## config.mk

```make
export PLATFORM = sky130hd
export DESIGN_NAME = fetch_sequencer
export DESIGN_NICKNAME = d
export VERILOG_FILES = /design/src/rtl/fetch_sequencer.sv
export SDC_FILE = /design/constraint.sdc
export NUM_CORES = 1
export LEC_CHECK = 0
export BUFFER_PORTS_ARGS = -buffer_cell sky130_fd_sc_hd__buf_4
export CORE_MARGIN = 3
export CORE_UTILIZATION = 46
export DETAILED_ROUTE_END_ITERATION = 16
export PLACE_DENSITY = 0.76
export SLEW_MARGIN = 30
export SYNTH_ARGS = -nofsm -noshare
export SYNTH_HDL_FRONTEND = slang
export SYNTH_SLANG_ARGS = --single-unit
```

## constraint.sdc

```tcl
create_clock -name clock_i -period 1.7 [get_ports clock_i]
set_input_delay 0.17 -clock clock_i [delete_from_list [all_inputs] [get_ports clock_i]]
set_output_delay 0.17 -clock clock_i [all_outputs]
set_load 0.1 [all_outputs]
```

## src/rtl/fetch_sequencer.sv

```systemverilog
`timescale 1ns/1ps
`default_nettype none
// ============================================================================
// Module   : fetch_sequencer
// Purpose  : Instruction fetch / decode / execute / memory sequencer. Fetches
//            halfword instructions from a 1024-word memory, hands them to the
//            decoder, waits for the execute unit, performs an optional data
//            access and retires (pc and instruction count update).
// Revision : 1.0 - initial release
// ============================================================================
module fetch_sequencer (
   input  logic        clock_i,
   input  logic        reset_n_i,
   output logic        mem_req_o,
   output logic        mem_we_o,
   output logic [9:0]  mem_addr_o,
   output logic [31:0] mem_wdata_o,
   input  logic [31:0] mem_rdata_i,
   input  logic        mem_ack_i,
   output logic [15:0] instr_o,
   output logic        instr_valid_o,
   input  logic        exec_done_i,
   input  logic        needs_mem_i,
   input  logic        mem_wr_i,
   input  logic [9:0]  data_addr_i,
   input  logic [31:0] data_wdata_i,
   input  logic        branch_taken_i,
   input  logic [31:0] branch_target_i,
   input  logic        halt_req_i,
   output logic [31:0] load_data_o,
   output logic        load_valid_o,
   output logic [31:0] pc_o,
   output logic        halted_o,
   output logic [31:0] instr_count_o
);

   localparam logic [2:0] S_FETCH  = 3'd0;
   localparam logic [2:0] S_DECODE = 3'd1;
   localparam logic [2:0] S_EXEC   = 3'd2;
   localparam logic [2:0] S_MEM    = 3'd3;
   localparam logic [2:0] S_HALT   = 3'd4;

   logic [2:0]  state_q,       state_d;
   logic        run_q,         run_d;        // low only in the cycle right after reset
   logic [31:0] pc_q,          pc_d;
   logic [15:0] instr_q,       instr_d;
   logic [31:0] count_q,       count_d;
   logic [31:0] load_data_q,   load_data_d;
   logic        load_valid_q,  load_valid_d;
   logic        mem_we_q,      mem_we_d;
   logic [9:0]  mem_addr_q,    mem_addr_d;
   logic [31:0] mem_wdata_q,   mem_wdata_d;
   logic        br_taken_q,    br_taken_d;   // branch decision held across MEM
   logic [31:0] br_target_q,   br_target_d;

   logic        retire;
   logic        ret_taken;
   logic [31:0] ret_target;

   // Next-state logic: state transitions, access latching and retirement
   always_comb begin
      state_d      = state_q;
      run_d        = 1'b1;
      pc_d         = pc_q;
      instr_d      = instr_q;
      count_d      = count_q;
      load_data_d  = load_data_q;
      load_valid_d = 1'b0;
      mem_we_d     = mem_we_q;
      mem_addr_d   = mem_addr_q;
      mem_wdata_d  = mem_wdata_q;
      br_taken_d   = br_taken_q;
      br_target_d  = br_target_q;
      retire       = 1'b0;
      ret_taken    = branch_taken_i;
      ret_target   = branch_target_i;

      case (state_q)
         S_FETCH: begin
            // The request is not presented during the reset-recovery cycle,
            // so an ack there is not ours.
            if (run_q && mem_ack_i) begin
               instr_d = pc_q[1] ? mem_rdata_i[31:16] : mem_rdata_i[15:0];
               state_d = S_DECODE;
            end
         end
         S_DECODE: begin
            state_d = S_EXEC;
         end
         S_EXEC: begin
            if (exec_done_i) begin
               if (halt_req_i) begin
                  state_d = S_HALT;
               end else if (needs_mem_i) begin
                  state_d     = S_MEM;
                  mem_we_d    = mem_wr_i;
                  mem_addr_d  = data_addr_i;
                  mem_wdata_d = data_wdata_i;
                  br_taken_d  = branch_taken_i;
                  br_target_d = branch_target_i;
               end else begin
                  retire  = 1'b1;
                  state_d = S_FETCH;
               end
            end
         end
         S_MEM: begin
            ret_taken  = br_taken_q;
            ret_target = br_target_q;
            if (mem_ack_i) begin
               retire  = 1'b1;
               state_d = S_FETCH;
               if (!mem_we_q) begin
                  load_data_d  = mem_rdata_i;
                  load_valid_d = 1'b1;
               end
            end
         end
         S_HALT: begin
            state_d = S_HALT;
         end
         default: begin
            state_d = S_FETCH;
         end
      endcase

      if (retire) begin
         pc_d    = ret_taken ? (ret_target & ~32'd1) : pc_q + 32'd2;
         count_d = count_q + 32'd1;
      end
   end

   // State registers with synchronous active-low reset
   always_ff @(posedge clock_i) begin
      if (!reset_n_i) begin
         state_q      <= S_FETCH;
         run_q        <= 1'b0;
         pc_q         <= 32'd0;
         instr_q      <= 16'd0;
         count_q      <= 32'd0;
         load_data_q  <= 32'd0;
         load_valid_q <= 1'b0;
         mem_we_q     <= 1'b0;
         mem_addr_q   <= 10'd0;
         mem_wdata_q  <= 32'd0;
         br_taken_q   <= 1'b0;
         br_target_q  <= 32'd0;
      end else begin
         state_q      <= state_d;
         run_q        <= run_d;
         pc_q         <= pc_d;
         instr_q      <= instr_d;
         count_q      <= count_d;
         load_data_q  <= load_data_d;
         load_valid_q <= load_valid_d;
         mem_we_q     <= mem_we_d;
         mem_addr_q   <= mem_addr_d;
         mem_wdata_q  <= mem_wdata_d;
         br_taken_q   <= br_taken_d;
         br_target_q  <= br_target_d;
      end
   end

   // Outputs are decoded from registered state only
   assign mem_req_o     = run_q && ((state_q == S_FETCH) || (state_q == S_MEM));
   assign mem_we_o      = (state_q == S_MEM) && mem_we_q;
   assign mem_addr_o    = (state_q == S_MEM) ? mem_addr_q : pc_q[11:2];
   assign mem_wdata_o   = mem_wdata_q;
   assign instr_o       = instr_q;
   assign instr_valid_o = (state_q == S_DECODE);
   assign load_data_o   = load_data_q;
   assign load_valid_o  = load_valid_q;
   assign pc_o          = pc_q;
   assign halted_o      = (state_q == S_HALT);
   assign instr_count_o = count_q;

endmodule
`default_nettype wire

```

* Word level (Yosys, flattened, before mapping) *
Index checks and enable logic that the tools add are counted.

word-level totals
  latch bits = 0
  output and inout bits = 159
  memory bits (writable) = 0
  memories kept = 0
  register bits after elaboration = 193
  bits of input ports = 114
  word-level logic and storage cells = 51
  bits in read-only memories = 0

operators by class
  reduce and logical (&&, ||, !) cells = 10
  add/sub/neg operators = 2
  $lt $le $gt $ge = 0
  multipliers = 0
  bitwise logic cells = 2
  shifts and indexed selects = 0
  multiplexer cells = 18
  equal/unequal tests = 7
  divide/modulo/power cells = 0

operators with widths
  operator                                             count
  two-way mux 32 bit                                   2
  adder 32 x 1 -> 32 bit, second input constant        1
  adder 32 x 2 -> 32 bit, second input constant        1
  two-way mux 16 bit                                   1
  one-hot mux 3 bit (5 select lines)                   1
  two-way mux 3 bit                                    4
  two-way mux 10 bit                                   1
  AND reduction 3 bit                                  3
  two-way mux 1 bit                                    7
  equality test 3 x 2 -> 1 bit, second input constant  2
  inequality test 2 bit, second input constant         3
  AND reduction 4 bit                                  1
  equality test 3 x 1 -> 1 bit, second input constant  1
  equality test 3 bit, second input constant           1
  logical AND 1 bit                                    3
  logical NOT 3 bit                                    1
  two-way mux 2 bit                                    1
  NOT 1 bit                                            2
  one-hot mux 1 bit (2 select lines)                   1
  AND reduction 2 bit                                  1
  logical OR 1 bit                                     1

* Depth between registers and ports, before layout *
Gate-level depths: netlist of run 1.

  word-level depth = 4
  mapped depth = 9
  gate-level depth less buffers = 6

* Worst setup path before layout of run 1 *
OpenSTA, ideal clock, no wires.

  path kind = reg2out
  start = register state_q[0]
  end = output port instr_valid_o
  path slack = -1.415 ns
  data required time = 1.530 ns
  arrival = 2.945 ns
  buffers on the path = 2
  stages on the path, launching flop included = 4
  path through = dfxtp_1 buf_6 clkbuf_1 nor3b_1

on the way
  word-level cells in the longest chain between the ends = 1

ends and longest elaborated chain
  what                          RTL line  RTL
  start: declaration            43        logic [2:0] state_q, state_d;
  start signal: assignment      149       state_q <= state_d;
  equality test 3 x 1 -> 1 bit  170       assign instr_valid_o = (state_q == S_DECODE);
  end: declaration              21        output logic instr_valid_o,

Every way passes these cells.

* Final worst setup path of run 1 *
  start = register state_q[2]
  end = register pc_q[26], in the netlist pc_o[26]

on the way
  word-level cells in the longest chain between the ends = 3
  elaborated cells on any way between the ends = 6
  those cells by class = 2 x eq/ne; 4 x mux

ends and longest elaborated chain
  what                                                            RTL line  RTL
  equality test 3 x 2 -> 1 bit                                    78        case (state_q)
  two-way mux 32 bit / two-way mux 1 bit (equally long branches)  78
  two-way mux 32 bit                                              128       pc_d = ret_taken ? (ret_target & ~32'd1) : pc_q + 32'd2;
  end signal: assignment                                          151       pc_q <= pc_d;
  end: declaration                                                45        logic [31:0] pc_q, pc_d;

Parallel ways exist; a longest one is shown, timed or not.
A chain may end at the register's enable or synchronous reset.

==> results of run 1 <==
-- power by group through the flow --
stage	Sequential, mW	Combinational [mW]	Clock, mW
after floorplan	5.34	0.746	0
after global placement	4.72	2.09	0
after detailed placement	4.73	2.10	0
after CTS	4.63	2.35	3.97
after global routing	4.65	2.60	4.16
final	4.64	2.49	3.95
-- metrics by stage --
step	area, um2	setup WS [ns]
after floorplan	9210	-0.277
after global placement	12100	-0.0910
after detailed placement	12100	-0.167
after CTS	14000	-0.0843
after global routing	14600	-0.188
final	14600	-0.120
-- kinds of logic after synthesis --
| family | count (synthesis) |
|---|---|
| AOI/OAI and AO/OA | 244 |
| xor gates and xnor gates | 27 |
| adders and majority gates | 2 |
| buffers and inverters | 89 |
| DFF | 191 |
| muxes | 26 |
| other | 1 |
| and+or+nand+nor | 554 |
-- worst register-to-register path, stage by stage, from the launching register on --
cell and delay (ns):
dfxtp_2 0.38, nand3b_4 0.20, mux2i_4 0.36, buf_6 0.15, nand2_4 0.05, or4_1 0.47
a31oi_1 0.15
-- final cells by class --
class                           count  area (um2)  area share [%]
Clock buffer                       19         454            3.12
Clock inverter                     13         120           0.825
Inverter                            9        38.8           0.266
Multi-Input combinational cell    854        5220            35.8
Sequential cell                   191        4010            27.5
Tap cell                          229         287            1.97
Timing Repair Buffer              492        4430            30.5
-- layer usage --
| metal | global-route usage [%] | vias to the layer above |
|---|---|---|
| met5 | 0 | - |
| li1 | - | 4789 |
| met1 | 37.3 | 4907 |
| met2 | 49.4 | 487 |
| met3 | 7.05 | 97 |
| met4 | 10.9 | 0 |
-- timing repair --
item / 4_1_cts / 5_1_grt
cloned: 0 / 2
pin swaps: 6 / 38
endpoints found under the hold margin: 100 / 0
hold buffers: 100 / 0
gates resized for setup: 69 / 84
setup buffers: 2 / 18
setup endpoints to repair: 147 / 163
-- cells in the final DEF, fill, tap and decap left out, drive strengths merged, types with 2 or more instances in the layout --
cell type	n
dlygate4sd3	100
a31oi	11
o211ai	9
xor2	2
dfxtp	191
a211oi	16
clkinvlp	2
nand3	35
o21ai	32
and4	7
or4	4
clkinv	4
and2	5
a21oi	149
nand3b	3
nand4	16
or3	9
and3	24
o31a	7
clkbuf	21
ha	2
nor4	26
nor3	26
a31o	2
inv	16
nand2b	4
xnor2	25
nor4b	2
nand2	332
nor2	56
nor3b	3
o21a	2
buf	390
o22ai	3
mux2i	25
-- state kept, by name, summed over array words and instances, names as in the netlist --
name,flops
br_taken_q,1
br_target_q,31
instr_count_o,32
instr_o,16
load_data_o,32
load_valid_o,1
mem_addr_q,10
mem_wdata_o,32
mem_we_q,1
pc_o,31
run_q,1
state_q,3
-- worst max-delay path by stage --
stage | start | to | slack (ns)
final | state_q[2] | pc_o[26] | -0.12
after CTS | state_q[0] | mem_addr_o[3] | -0.08
after global placement | state_q[0] | pc_o[19] | -0.09
after detailed placement | state_q[0] | pc_o[31] | -0.17
after floorplan | pc_o[7] | pc_o[26] | -0.28
after global routing | state_q[2] | pc_o[26] | -0.19
==> metrics.txt, run 1 <==
DR iter-0 viols=~820; clk buf depth=2; Startpoint Class=register; Final Hold Fails=0; routability cong.=0.896; Syn Std Cell Area=8710 um2; area grow syn2layout=67.2%; Sink Count=191; Detailed Routing Iterations Pass 1=7; syn avg cell area=~7.7 um2; WL per Instance=18.7 um; Hold Path Depth=3; largest cells by area after synthesis=dfxtp_1 (44%), nand2_1 (14%), a21oi_1 (8.6%); power share of the combinational group=about 23%; hold path startpoint=data_wdata_i[25]; flops & latches, synth=191; detailed-route via count=between 10000 and 15000; VDD IR-drop max=0.715 mV; ys flop type=dfxtp_1; top sig layer=met4; Adder-Cell Fraction of Synth Area=0.287%; CP bufs+invs=1; grt ovf=0; Req. time, crit path=2.06 ns; met2 WL=16.8 mm; initial antenna violation count=0; CTS H-tree depth=4; Max Slew Vio Count=0; Clk Latency, worst-skew pair=0.44 ns; global-route wire length before repair=49.2 mm; Worst path max stage delay=around 0.47 ns; Yosys cell types=63; synth cell count leaders=nand2_1 (331), dfxtp_1 (191), a21oi_1 (149); Cell Chain, Critical Path=nand3b_4 -> mux2i_4 -> buf_6 -> nand2_4 -> or4_1 -> a31oi_1; clock-pin transition on the worst setup and hold timing paths=roughly 0.08 ns; Max Clk Rate=550 MHz; Switching Share=approximately a third; Core Box Area=roughly 18000 um2; nets@finish=between 1500 and 2000; Synth Area in Simple Gates=29.6%; Tightest Hold Check Type=in -> reg; largest family of logic cells by synthesized area=simple AND/OR/NAND/NOR gates; number of synthesized flops with an enable pin=0; CP Depth=6; setup ws final=-0.120 ns; Compound-Gate Fraction of Synth Area=between 10% and 20%; reg2reg path depth=6; multiplexer share of the synthesized area=3.05%; hold_ws=0.0152 ns; switching power=3.60 mW; vias in the first global route=9572; setup TNS=-1.92 ns; Detailed Route WL=33.7 mm; largest net degree at the start of global routing=66; Leakage=5.94 nW; Residual DRC=0; met3 wire len=2.65 mm; CTS tree=built; # placed instances=1653; status=complete, but fails checks; Initial Util=around 48%; Die Wd=144 um; CTS Root Buffer Type=clkbuf_16; critical path fanouts, max=4; die height=144 um; final period utilization=107%; Cell Int Power=7.47 mW; RR Startpoint=state_q[2]; Critical Path AT=between 2 and 2.5 ns; worst clock skew=about 0.012 ns; Period minus WS final=around 1.8 ns; PD cells=approximately 760 nW/um2; Cells after Synth=~1100; Synth Warn #=0; CP max stage cell=or4_1; fin util=79.7%; Fillers=1096; dpl hpwl=20.4 mm; I/O Pins=273; Hold EP=mem_wdata_o[25]; violated checks=negative setup slack; vias per cell=5.69; proportion of layout cells with a drive suffix above 1=a little under two fifths; post-synthesis sequential area ratio=43.9%; FP Rows=49; Synth Area in XOR/XNOR=between 2 and 3%; Worst R2R Setup Slack=-0.12 ns; Clk pwr share=35.6%; top cell type's share of synthesized area=43.9%; part of the power in registers=41.9%; ANT nets after route=0; asr flop ratio synth=0%; total power=11.1 mW; port bufs=270; most frequent cell after synthesis=nand2_1; die area=approximately 20000 um2; setup violators final=34; WL met1=13.2 mm; Inserted Clock Buffers=17; Top delay family on crit path=simple AND/OR/NAND/NOR gates; Crit Path Category=reg -> reg; Max-Cap Viols=0; crit path capture type=register; unrepaired setup endpoints after global routing=true; post-route insts no fill=about 1800; Antenna Cells=0; Mapped Nets=1250; worst r2r dst=pc_o[26]; Total GRT Usage=29.6%; largest area contributor in the netlist=dfxtp_1
No activity file was read; power rests on OpenSTA's default activity.
==> run 2: changes to the inputs <==
--- a/config.mk
+++ b/config.mk
@@ -5,10 +5,12 @@
 export SDC_FILE = /design/constraint.sdc
 export NUM_CORES = 1
 export LEC_CHECK = 0
+export ABC_AREA = 1
 export BUFFER_PORTS_ARGS = -buffer_cell sky130_fd_sc_hd__buf_4
 export CORE_MARGIN = 3
-export CORE_UTILIZATION = 46
+export CORE_UTILIZATION = 47
 export DETAILED_ROUTE_END_ITERATION = 16
+export MAX_ROUTING_LAYER = met4
 export PLACE_DENSITY = 0.76
 export SLEW_MARGIN = 30
 export SYNTH_ARGS = -nofsm -noshare
==> run 2 against run 1 <==
Critical path depth up 5. Count of clock-buffer cells in the layout decreased by 2. Fmax rose by 1.4%. Critical endpoint is now mem_wdata_o[20]. Cell count grew 17%. Combinational power down 29%. Worst hold slack worse by 0.010 ns. Sequential power about the same. First-iteration DRC count up 23%. Register-to-register slack gained 0.03 ns. Critical path type unchanged. The flow still finishes with violations (negative setup slack). Synthesized cell count is 29% higher.
==> metrics.txt, run 2 <==
status=complete, but fails checks; violated checks=negative setup slack; switching power=3.21 mW (-11%); WL per Instance=16.7 um (-10%); worst clock skew=0.0167 ns (+0.00516 ns); Max-Cap Viols=0 (unchanged); power share of the combinational group=17.0% (-5.5 points); unrepaired setup endpoints after global routing=true; detailed-route via count=11100 (+8.3%); die area=21900 um2 (+6.0%); Core Box Area=19600 um2 (+7.2%); post-synthesis sequential area ratio=40.4% (-3.5 points); ANT nets after route=0 (unchanged); setup violators final=26 (-24%); final period utilization=106% (-1.5 points); Cells after Synth=1468 (+29%); largest cells by area after synthesis=dfxtp_1 (40%), nand2_1 (17%), nor2_1 (12%); Tightest Hold Check Type=in -> reg; Detailed Routing Iterations Pass 1=6 (-1); CTS Root Buffer Type=clkbuf_16; number of synthesized flops with an enable pin=0 (unchanged); Final Hold Fails=0 (unchanged); reg2reg path depth=11 (+5); total power=10.4 mW (-6.1%); Residual DRC=0 (unchanged); largest net degree at the start of global routing=78 (+18%); part of the power in registers=44.4% (+2.5 points); Critical Path AT=2.14 ns (-0.04 ns); Syn Std Cell Area=9460 um2 (+8.6%); clk buf depth=2 (unchanged); Die Wd=148 um (+3.0%); CTS tree=built; Clk pwr share=38.7% (+3.1 points); Switching Share=30.9% (-1.6 points); die height=148 um (+3.0%); Req. time, crit path=2.05 ns (about the same); Total GRT Usage=29.4% (-0.21 points); routability cong.=0.919 (+2.6%); VDD IR-drop max=0.649 mV (-9.2%); vias in the first global route=10200 (+7.1%); global route hottest layer=met2; Startpoint Class=register; Cell Int Power=7.19 mW (-3.8%); CTS H-tree depth=4 (unchanged); setup ws final=-0.0939 ns (+0.0259 ns); syn avg cell area=6.44 um2 (-16%); I/O Pins=273 (unchanged); critical path fanouts, max=5 (+1); FP Rows=51 (+4.1%); vias per cell=5.25 (-7.8%); met1 usage=37.5% (+0.19 points); Max Slew Vio Count=0 (unchanged); Mapped Nets=1584 (+27%); fin util=74.8% (-4.9 points); met2 usage=47.7% (-1.7 points); crit path capture type=register; Inserted Clock Buffers=17 (unchanged); dpl hpwl=21.2 mm (+4.1%); port bufs=270 (unchanged); Clk Latency, worst-skew pair=0.44 ns (about the same); PD cells=710 nW/um2 (-6.7%); clock-pin transition on the worst setup and hold timing paths=0.08 ns (about the same); proportion of layout cells with a drive suffix above 1=27.2% (-10 points); initial antenna violation count=1 (+1); flops & latches, synth=191 (unchanged); nets@finish=1960 (+17%); synth cell count leaders=nand2_1 (422), nor2_1 (295), dfxtp_1 (191); area grow syn2layout=55.0%; global-route wire length before repair=51.3 mm (+4.2%); met3 Use GR=5.30% (-1.8 points); Sink Count=191 (unchanged); Initial Util=48.3% (+0.61 points); asr flop ratio synth=0% (unchanged); Hold Path Depth=3 (unchanged); Max Clk Rate=557 MHz (+1.4%); grt ovf=0 (unchanged); most frequent cell after synthesis=nand2_1; Crit Path Category=reg -> reg; Period minus WS final=1.79 ns (-0.0259 ns); ys flop type=dfxtp_1; top cell type's share of synthesized area=40.4% (-3.5 points); Synth Warn #=0 (unchanged); DR iter-0 viols=1007 (+23%); Detailed Route WL=35.5 mm (+5.2%); largest area contributor in the netlist=dfxtp_1; most frequent cells in the layout=nand2_1 (394), nor2_1 (286), buf_4 (279); Yosys cell types=37 (-41%); Leakage=6.74 nW (+13%); commonest non-fill, non-tap cell in the layout=nand2_1
[run 2: changes by cell type in the layout (fill, tap and decap cells not counted), sizes merged, moves of 22 or more]
cell and change:
buf -70, nor2 +247, xnor2 -22, nand2 +92
and3 -24, inv +108, o21ai +124, nor4 -25
a21oi -66, nor3 -22, mux2i -25
[run 2: kinds of logic (layout without fill, tap and decap cells)]
group                    count (synthesis)  after routing  share of synthesized area, %
AO/OA/AOI/OAI                          278            278                          15.8
XOR/XNOR                                19             19                          1.76
adder cells (fa/ha/maj)                  2              2                         0.265
buffers and inverters                  190            578                          8.73
flip-flops                             191            191                          40.4
other                                    1              2                        0.0397
AND/OR/NAND/NOR                        787            787                          32.9
[run 2: critical path, stage by stage, from the launching register on]
cell       delay, ns
dfxtp_2         0.33
inv_2           0.07
buf_4           0.11
nand2_1         0.07
nor2_4          0.16
nand3b_4        0.11
nor2_4          0.13
buf_12          0.14
clkbuf_16       0.17
clkbuf_16       0.15
o21ai_1         0.07
nor2_1          0.20
[run 2: area by class of cell]
type | instances | area [um2]
Multi-Input combinational cell | 1087 | 5140
Fill cell | 1404 | 4930
Timing Repair Buffer | 433 | 4230
Sequential cell | 191 | 3920
Inverter | 113 | 442
Clock buffer | 17 | 425
Tap cell | 265 | 332
Clock inverter | 14 | 158
Timing Repair inverter | 1 | 5.00
Antenna cell | 1 | 2.50
[run 2: what timing repair did]
action                                  4_1_cts  5_1_grt
endpoints found under the hold margin        96        0
endpoints found under the setup margin       12      137
hold buffers                                 96        0
pin swaps                                     2       34
cloned                                        3       24
resized for setup                            49       91
buffers inserted                              2        8
[run 2: layer usage]
metal,vias up,part of all wire [%]
met4,0,2.9
met5,-,0
li1,5416,-
met1,5156,41
met3,89,7.4
met2,473,49
[run 2: final timing paths]
kind,slack (ns),startpoint,to
setup / recovery,-0.09,state_q[2],mem_wdata_o[20]
hold / removal,0.005,mem_wr_i,mem_we_q
setup reg to reg,-0.09,state_q[2],mem_wdata_o[20]
hold reg to reg,0.46,instr_o[15],instr_o[15]
[run 2: stage by stage]
step                hold WS (ns)  cell area (um2)  setup slack (ns)  std cells  TNS, ns
finish                   0.00512            14700           -0.0939       2122   -0.446
global route             0.00638            14700            -0.139       2122    -4.64
CTS                     0.000530            13800           -0.0374       2089   -0.269
detailed placement         0.397            12000            0.0660       1957        0
global placement           0.390            12000            0.0881       1957        0
floorplan                  0.198             9670            -0.286       1468   -0.374
[run 2: power by group through the flow]
stage / sequential, mW / combinational, mW / clock [mW]
after floorplan: 5.17 / 0.478 / 0
after global placement: 4.71 / 1.41 / 0
after detailed placement: 4.71 / 1.42 / 0
after CTS: 4.61 / 1.64 / 4.06
after global routing: 4.62 / 1.85 / 4.22
final: 4.61 / 1.76 / 4.02
